File: src/rtl/mm_arb_pkg.sv
// rtl/mm_arb_pkg.sv - shared types and defaults for the two-requester main-memory arbiter
//
// Contents:
//   MM_ADDR_W_DEFAULT / MM_DATA_W_DEFAULT : default word-address and data widths
//   state_e : transaction FSM states (IDLE, ISSUE, BUSY, DONE)
//   op_e    : latched memory operation (OP_READ, OP_WRITE)
//   RR_EN   : 1 when MM_ARB_ROUND_ROBIN_EN is defined (round-robin tie break),
//             0 otherwise (fixed priority, requester 0 wins ties)

package mm_arb_pkg;

    localparam int MM_ADDR_W_DEFAULT = 15;
    localparam int MM_DATA_W_DEFAULT = 32;

    typedef enum logic [1:0] {
        IDLE  = 2'd0,
        ISSUE = 2'd1,
        BUSY  = 2'd2,
        DONE  = 2'd3
    } state_e;

    typedef enum logic {
        OP_READ  = 1'b0,
        OP_WRITE = 1'b1
    } op_e;

`ifdef MM_ARB_ROUND_ROBIN_EN
    localparam bit RR_EN = 1'b1;
`else
    localparam bit RR_EN = 1'b0;
`endif

endpackage

File: src/rtl/mm_arb_pick.sv
// rtl/mm_arb_pick.sv - two-way grant picker for the main-memory arbiter
//
// Tie-break policy follows mm_arb_pkg::RR_EN, which is set by MM_ARB_ROUND_ROBIN_EN:
//   defined   : on a tie the requester that was not granted last wins
//   undefined : requester 0 always wins a tie
//
// Ports:
//   req_i        in  [1:0] pending request per requester (bit 0 = c0, bit 1 = c1)
//   last_grant_i in  1     requester served by the most recent completed transaction
//   valid_o      out 1     at least one request is pending
//   grant_o      out 1     index of the winning requester (meaningful when valid_o)

module mm_arb_pick
    import mm_arb_pkg::*;
(
    input  logic [1:0] req_i,
    input  logic       last_grant_i,
    output logic       valid_o,
    output logic       grant_o
);

    always_comb begin
        valid_o = |req_i;
        grant_o = 1'b0;
        if (req_i == 2'b10) begin
            grant_o = 1'b1;
        end else if (req_i == 2'b11) begin
            // Fixed priority leaves the tie with requester 0.
            grant_o = RR_EN ? ~last_grant_i : 1'b0;
        end
    end

endmodule

File: src/rtl/mm_arbiter.sv
// rtl/mm_arbiter.sv - arbitrates two requesters onto a single main-memory port
//
// One transaction at a time: IDLE arbitrates and latches the winner's op,
// address and write data; ISSUE drives the memory request until MM_busy rises;
// BUSY holds it until MM_busy falls; DONE pulses the winner's done.
// Optional feature: MM_ARB_ROUND_ROBIN_EN (round-robin tie break, see mm_arb_pick).
//
// Ports:
//   clk, reset                    clock; asynchronous active-high reset
//   cX_read_request  in  1        requester X read, held until cX_done
//   cX_write_request in  1        requester X write, held until cX_done (wins over read)
//   cX_word_address  in  ADDR_W   requester X word address
//   cX_wdata         in  n        requester X write data
//   cX_rdata         out n        requester X read data, valid with cX_done, held otherwise
//   cX_done          out 1        one-cycle completion pulse to requester X
//   L2_read_request  out 1        read request to main memory
//   L2_write_request out 1        write request to main memory
//   L2_word_address  out ADDR_W   latched address to main memory
//   L2_wdata         out n        latched write data to main memory
//   L2_rdata         in  n        read data from main memory
//   MM_busy          in  1        main memory busy flag
//   grant_id         out 1        requester owning the current transaction

module mm_arbiter
    import mm_arb_pkg::*;
#(
    parameter int n      = MM_DATA_W_DEFAULT,
    parameter int ADDR_W = MM_ADDR_W_DEFAULT
) (
    input  logic              clk,
    input  logic              reset,

    input  logic              c0_read_request,
    input  logic              c0_write_request,
    input  logic [ADDR_W-1:0] c0_word_address,
    input  logic [n-1:0]      c0_wdata,
    output logic [n-1:0]      c0_rdata,
    output logic              c0_done,

    input  logic              c1_read_request,
    input  logic              c1_write_request,
    input  logic [ADDR_W-1:0] c1_word_address,
    input  logic [n-1:0]      c1_wdata,
    output logic [n-1:0]      c1_rdata,
    output logic              c1_done,

    output logic              L2_read_request,
    output logic              L2_write_request,
    output logic [ADDR_W-1:0] L2_word_address,
    output logic [n-1:0]      L2_wdata,
    input  logic [n-1:0]      L2_rdata,
    input  logic              MM_busy,

    output logic              grant_id
);

    state_e              state_q, state_d;
    op_e                 op_q, op_d;
    logic                grant_q, grant_d;
    logic                last_grant_q, last_grant_d;
    logic [ADDR_W-1:0]   addr_q, addr_d;
    logic [n-1:0]        wdata_q, wdata_d;
    logic [n-1:0]        c0_rdata_q, c0_rdata_d;
    logic [n-1:0]        c1_rdata_q, c1_rdata_d;

    logic [1:0]          req;
    logic                pick_valid;
    logic                pick_grant;

    assign req = {c1_read_request | c1_write_request,
                  c0_read_request | c0_write_request};

    mm_arb_pick u_pick (
        .req_i        (req),
        .last_grant_i (last_grant_q),
        .valid_o      (pick_valid),
        .grant_o      (pick_grant)
    );

    always_ff @(posedge clk or posedge reset) begin
        if (reset) begin
            state_q      <= IDLE;
            op_q         <= OP_READ;
            grant_q      <= 1'b0;
            // "Last granted = 1" makes the round-robin pointer favour requester 0.
            last_grant_q <= 1'b1;
            addr_q       <= '0;
            wdata_q      <= '0;
            c0_rdata_q   <= '0;
            c1_rdata_q   <= '0;
        end else begin
            state_q      <= state_d;
            op_q         <= op_d;
            grant_q      <= grant_d;
            last_grant_q <= last_grant_d;
            addr_q       <= addr_d;
            wdata_q      <= wdata_d;
            c0_rdata_q   <= c0_rdata_d;
            c1_rdata_q   <= c1_rdata_d;
        end
    end

    always_comb begin
        state_d      = state_q;
        op_d         = op_q;
        grant_d      = grant_q;
        last_grant_d = last_grant_q;
        addr_d       = addr_q;
        wdata_d      = wdata_q;
        c0_rdata_d   = c0_rdata_q;
        c1_rdata_d   = c1_rdata_q;

        case (state_q)
            IDLE: begin
                if (pick_valid) begin
                    grant_d = pick_grant;
                    if (pick_grant) begin
                        op_d    = c1_write_request ? OP_WRITE : OP_READ;
                        addr_d  = c1_word_address;
                        wdata_d = c1_wdata;
                    end else begin
                        op_d    = c0_write_request ? OP_WRITE : OP_READ;
                        addr_d  = c0_word_address;
                        wdata_d = c0_wdata;
                    end
                    state_d = ISSUE;
                end
            end
            ISSUE: begin
                if (MM_busy) begin
                    state_d = BUSY;
                end
            end
            BUSY: begin
                if (!MM_busy) begin
                    state_d = DONE;
                    // Capture on entry to DONE so the read data is already
                    // present on cX_rdata in the same cycle as cX_done.
                    if (op_q == OP_READ) begin
                        if (grant_q) begin
                            c1_rdata_d = L2_rdata;
                        end else begin
                            c0_rdata_d = L2_rdata;
                        end
                    end
                end
            end
            DONE: begin
                last_grant_d = grant_q;
                state_d      = IDLE;
            end
            default: begin
                state_d = IDLE;
            end
        endcase
    end

    // The memory request is a pure function of flopped state, so requesters
    // changing or dropping their inputs cannot disturb an issued transaction.
    logic mem_active;
    assign mem_active       = (state_q == ISSUE) || (state_q == BUSY);
    assign L2_read_request  = mem_active && (op_q == OP_READ);
    assign L2_write_request = mem_active && (op_q == OP_WRITE);
    assign L2_word_address  = addr_q;
    assign L2_wdata         = wdata_q;

    assign c0_done  = (state_q == DONE) && !grant_q;
    assign c1_done  = (state_q == DONE) &&  grant_q;
    assign c0_rdata = c0_rdata_q;
    assign c1_rdata = c1_rdata_q;
    assign grant_id = grant_q;

endmodule

File: config.mk
export PLATFORM = sky130hd
export DESIGN_NAME = mm_arbiter
export DESIGN_NICKNAME = d
export VERILOG_FILES = /design/src/rtl/mm_arb_pkg.sv /design/src/rtl/mm_arb_pick.sv /design/src/rtl/mm_arbiter.sv
export SDC_FILE = /design/constraint.sdc
export NUM_CORES = 1
export LEC_CHECK = 0
export CAP_MARGIN = 20
export CORE_ASPECT_RATIO = 0.5
export CORE_UTILIZATION = 41
export CTS_BUF_LIST = sky130_fd_sc_hd__clkbuf_4 sky130_fd_sc_hd__clkbuf_8
export DETAILED_ROUTE_END_ITERATION = 12
export HOLD_SLACK_MARGIN = 0.05
export PLACE_DENSITY = 0.82
export SYNTH_ARGS = -nofsm -noshare
export SYNTH_HDL_FRONTEND = slang
export SYNTH_HIERARCHICAL = 1
export SYNTH_SLANG_ARGS = --single-unit
File: constraint.sdc
create_clock -name clk -period 4.9 [get_ports clk]
set_input_delay 0.98 -clock clk [delete_from_list [all_inputs] [get_ports clk]]
set_output_delay 0.98 -clock clk [all_outputs]
set_load 0.01 [all_outputs]
==> run_results.csv <==
group,metric,value,unit
route,first_pass_iters,4,
floorplanning,die-area,12300,sq um
logic_synthesis,yosys_warnings,6,
grt,grt_pass1_wl,20.1,mm
layout,diodes,0,
clock_tree,post_cts_resized,0,
setup_path,crit_path_end_kind,"output pin",
timing,worst_pin_slew,0.896,ns
timing,skew,0.00949,ns
layout,fin_nets,757,
layout,syn_to_final_growth,62.0,%
setup_path,r2r_setup_slack,2.89,ns
setup_path,worstPathMaxFanout,4,
floorplanning,start_util,0.432,
route,via_per_inst,4.73,
timing,max_clock_freq,345,MHz
placed_design,dp_hpwl,9.32,mm
clock_tree,cts_buffer_depth,2,
power,powerDensity,595,nW/um^2
setup_path,timing.rr.end,"c1_rdata[28]$_DFFE_PP0P_",
floorplanning,die_w,156,um
floorplanning,die_y,79.0,um
timing,tns,0,ns
layout,layout-drive-gt1-share,0.161,
outcome,outcome,"complete, no violations",
setup_path,reg2reg_depth,5,
grt,grt_pass1_vias,4004,
timing,whs,0.490,ns
clock_tree,insertion_delay,0.41,ns
floorplanning,core-area,11200,sq um
clock_tree,cts.sinks,115,
timing,finalHoldViolCount,0,
setup_path,r2r-start,"state_q[0]$_DFFE_PP0P_",
logic_synthesis,syn_inst,371,
flow_run,cap_violations,0,
grt,grt_antenna_before_repair,0,
power,peakVddDrop,0.271,mV
route,antenna_left,0,
clock_tree,cts_buffers,17,
clock_tree,postCtsSetupBuffers,0,
grt,overflow,0,
timing,rsz0062_at_grt,"false",
clock_tree,cts-root-buf,"clkbuf_8",
placed_design,place_congestion,0.729,
route,vias,3745,
floorplanning,num_rows,27,
setup_path,startpoint,"state_q[0]$_DFFE_PP0P_",
power,leakagePower,3.27,nW
timing,final-setup-viol-count,0,
logic_synthesis,syn_area,4860,sq um
setup_path,critPathKind,"reg2out",
grt,grt_usage,0.212,
clock_tree,clkSlewWorstSetupHoldPaths,0.07,ns
setup_path,worstPathArrival,1.92,ns
clock_tree,h-tree-depth,4,
setup_path,cp-start-kind,"flop",
min_path,hp-class,"reg2reg",
route,routedWlPerCell,15.8,um
clock_tree,cts_hold_buf,0,
setup_path,cp-endpoint,"L2_read_request",
setup_path,required,3.92,ns
timing,relSlewSlack,0.401,
timing,maxSlewViolCount,0,
route,drt_wl_total,12.5,mm
placed_design,port_buffers,248,
route,drt-initial-drc-count,131,
floorplanning,io_pins,249,
timing,period_share,0.591,
clock_tree,cts_tree,"built",
route,drc,0,
timing,layout_min_cycle_time,2.90,ns
grt,grt_max_degree,90,
logic_synthesis,syn_avg_cell_area,13.1,sq um
logic_synthesis,syn_nets,508,
metrics by stage:
| step | worst slack, ns | cell area (sq um) | utilization | power, mW | cells |
|---|---|---|---|---|---|
| floorplan | 0.876 | 4860 | - | 2.60 | 371 |
| global route | 1.89 | 7870 | 0.700 | 4.97 | 792 |
| CTS | 1.97 | 7870 | 0.700 | 4.74 | 792 |
| global placement | 1.73 | 7480 | 0.665 | 3.80 | 760 |
| finish | 2.00 | 7870 | 0.700 | 4.68 | 792 |
| detailed placement | 1.64 | 7480 | 0.665 | 3.86 | 760 |
where the power goes:
| part | switching, mW | internal [mW] |
|---|---|---|
| sequential | 0.255 | 1.42 |
| combinational | 0.877 | 1.28 |
| clock | 0.386 | 0.469 |
| total | 1.52 | 3.16 |
routing by layer:
metal	wire, um	GRT usage
met1	4830	0.241
met4	281	0.0833
met3	587	0.0524
met2	6840	0.389
met5	0	0
worst min path at each step:
| stage | start | to | slack (ns) | cells after the start |
|---|---|---|---|---|
| after floorplan | state_q[0]$_DFFE_PP0P_ | state_q[0]$_DFFE_PP0P_ | 0.53 | 1 |
| after global placement | c1_rdata[25]$_DFFE_PP0P_ | c1_rdata[25]$_DFFE_PP0P_ | 0.47 | 1 |
| after detailed placement | c0_rdata[1]$_DFFE_PP0P_ | c0_rdata[1]$_DFFE_PP0P_ | 0.48 | 1 |
| after CTS | c0_rdata[1]$_DFFE_PP0P_ | c0_rdata[1]$_DFFE_PP0P_ | 0.50 | 1 |
| after global routing | c1_rdata[13]$_DFFE_PP0P_ | c1_rdata[13]$_DFFE_PP0P_ | 0.51 | 1 |
| final | c0_rdata[13]$_DFFE_PP0P_ | c0_rdata[13]$_DFFE_PP0P_ | 0.49 | 1 |
state kept, by name (all words and copies together), names as in the netlist:
| register | count |
|---|---|
| L2_word_address | 15 |
| L2_wdata | 32 |
| state_q | 2 |
| grant_id | 1 |
| op_q | 1 |
| c1_rdata | 32 |
| c0_rdata | 32 |
final cells by class:
cell class	instances	area, sq um
clock buffer	19	255
clock inverter	13	135
fill	842	3380
inverter	4	17.5
multi-input combinational	228	1830
sequential	115	2880
tap	159	199
timing repair buffer	254	2550
worst max-delay path, stage by stage (launching register included):
cell and delay (ns):
dfrtp_1 0.41, inv_1 0.09, ha_1 0.32, nor2b_1 0.14, clkdlybuf4s50_1 0.55
placed cells by master, fill, tap and decap left out, drive strengths merged:
master         count
o32a               1
and2               3
clkdlybuf4s50    248
nor4bb             1
nor4b              1
inv                5
clkinvlp           5
mux2i             48
a21oi             48
bufinv             2
buf                6
clkinv             5
clkbuf            19
a221oi             1
mux2              66
nor2              48
dfrtp            115
nor2b              4
ha                 4
or2                3
No activity file was read; power rests on OpenSTA's default activity.
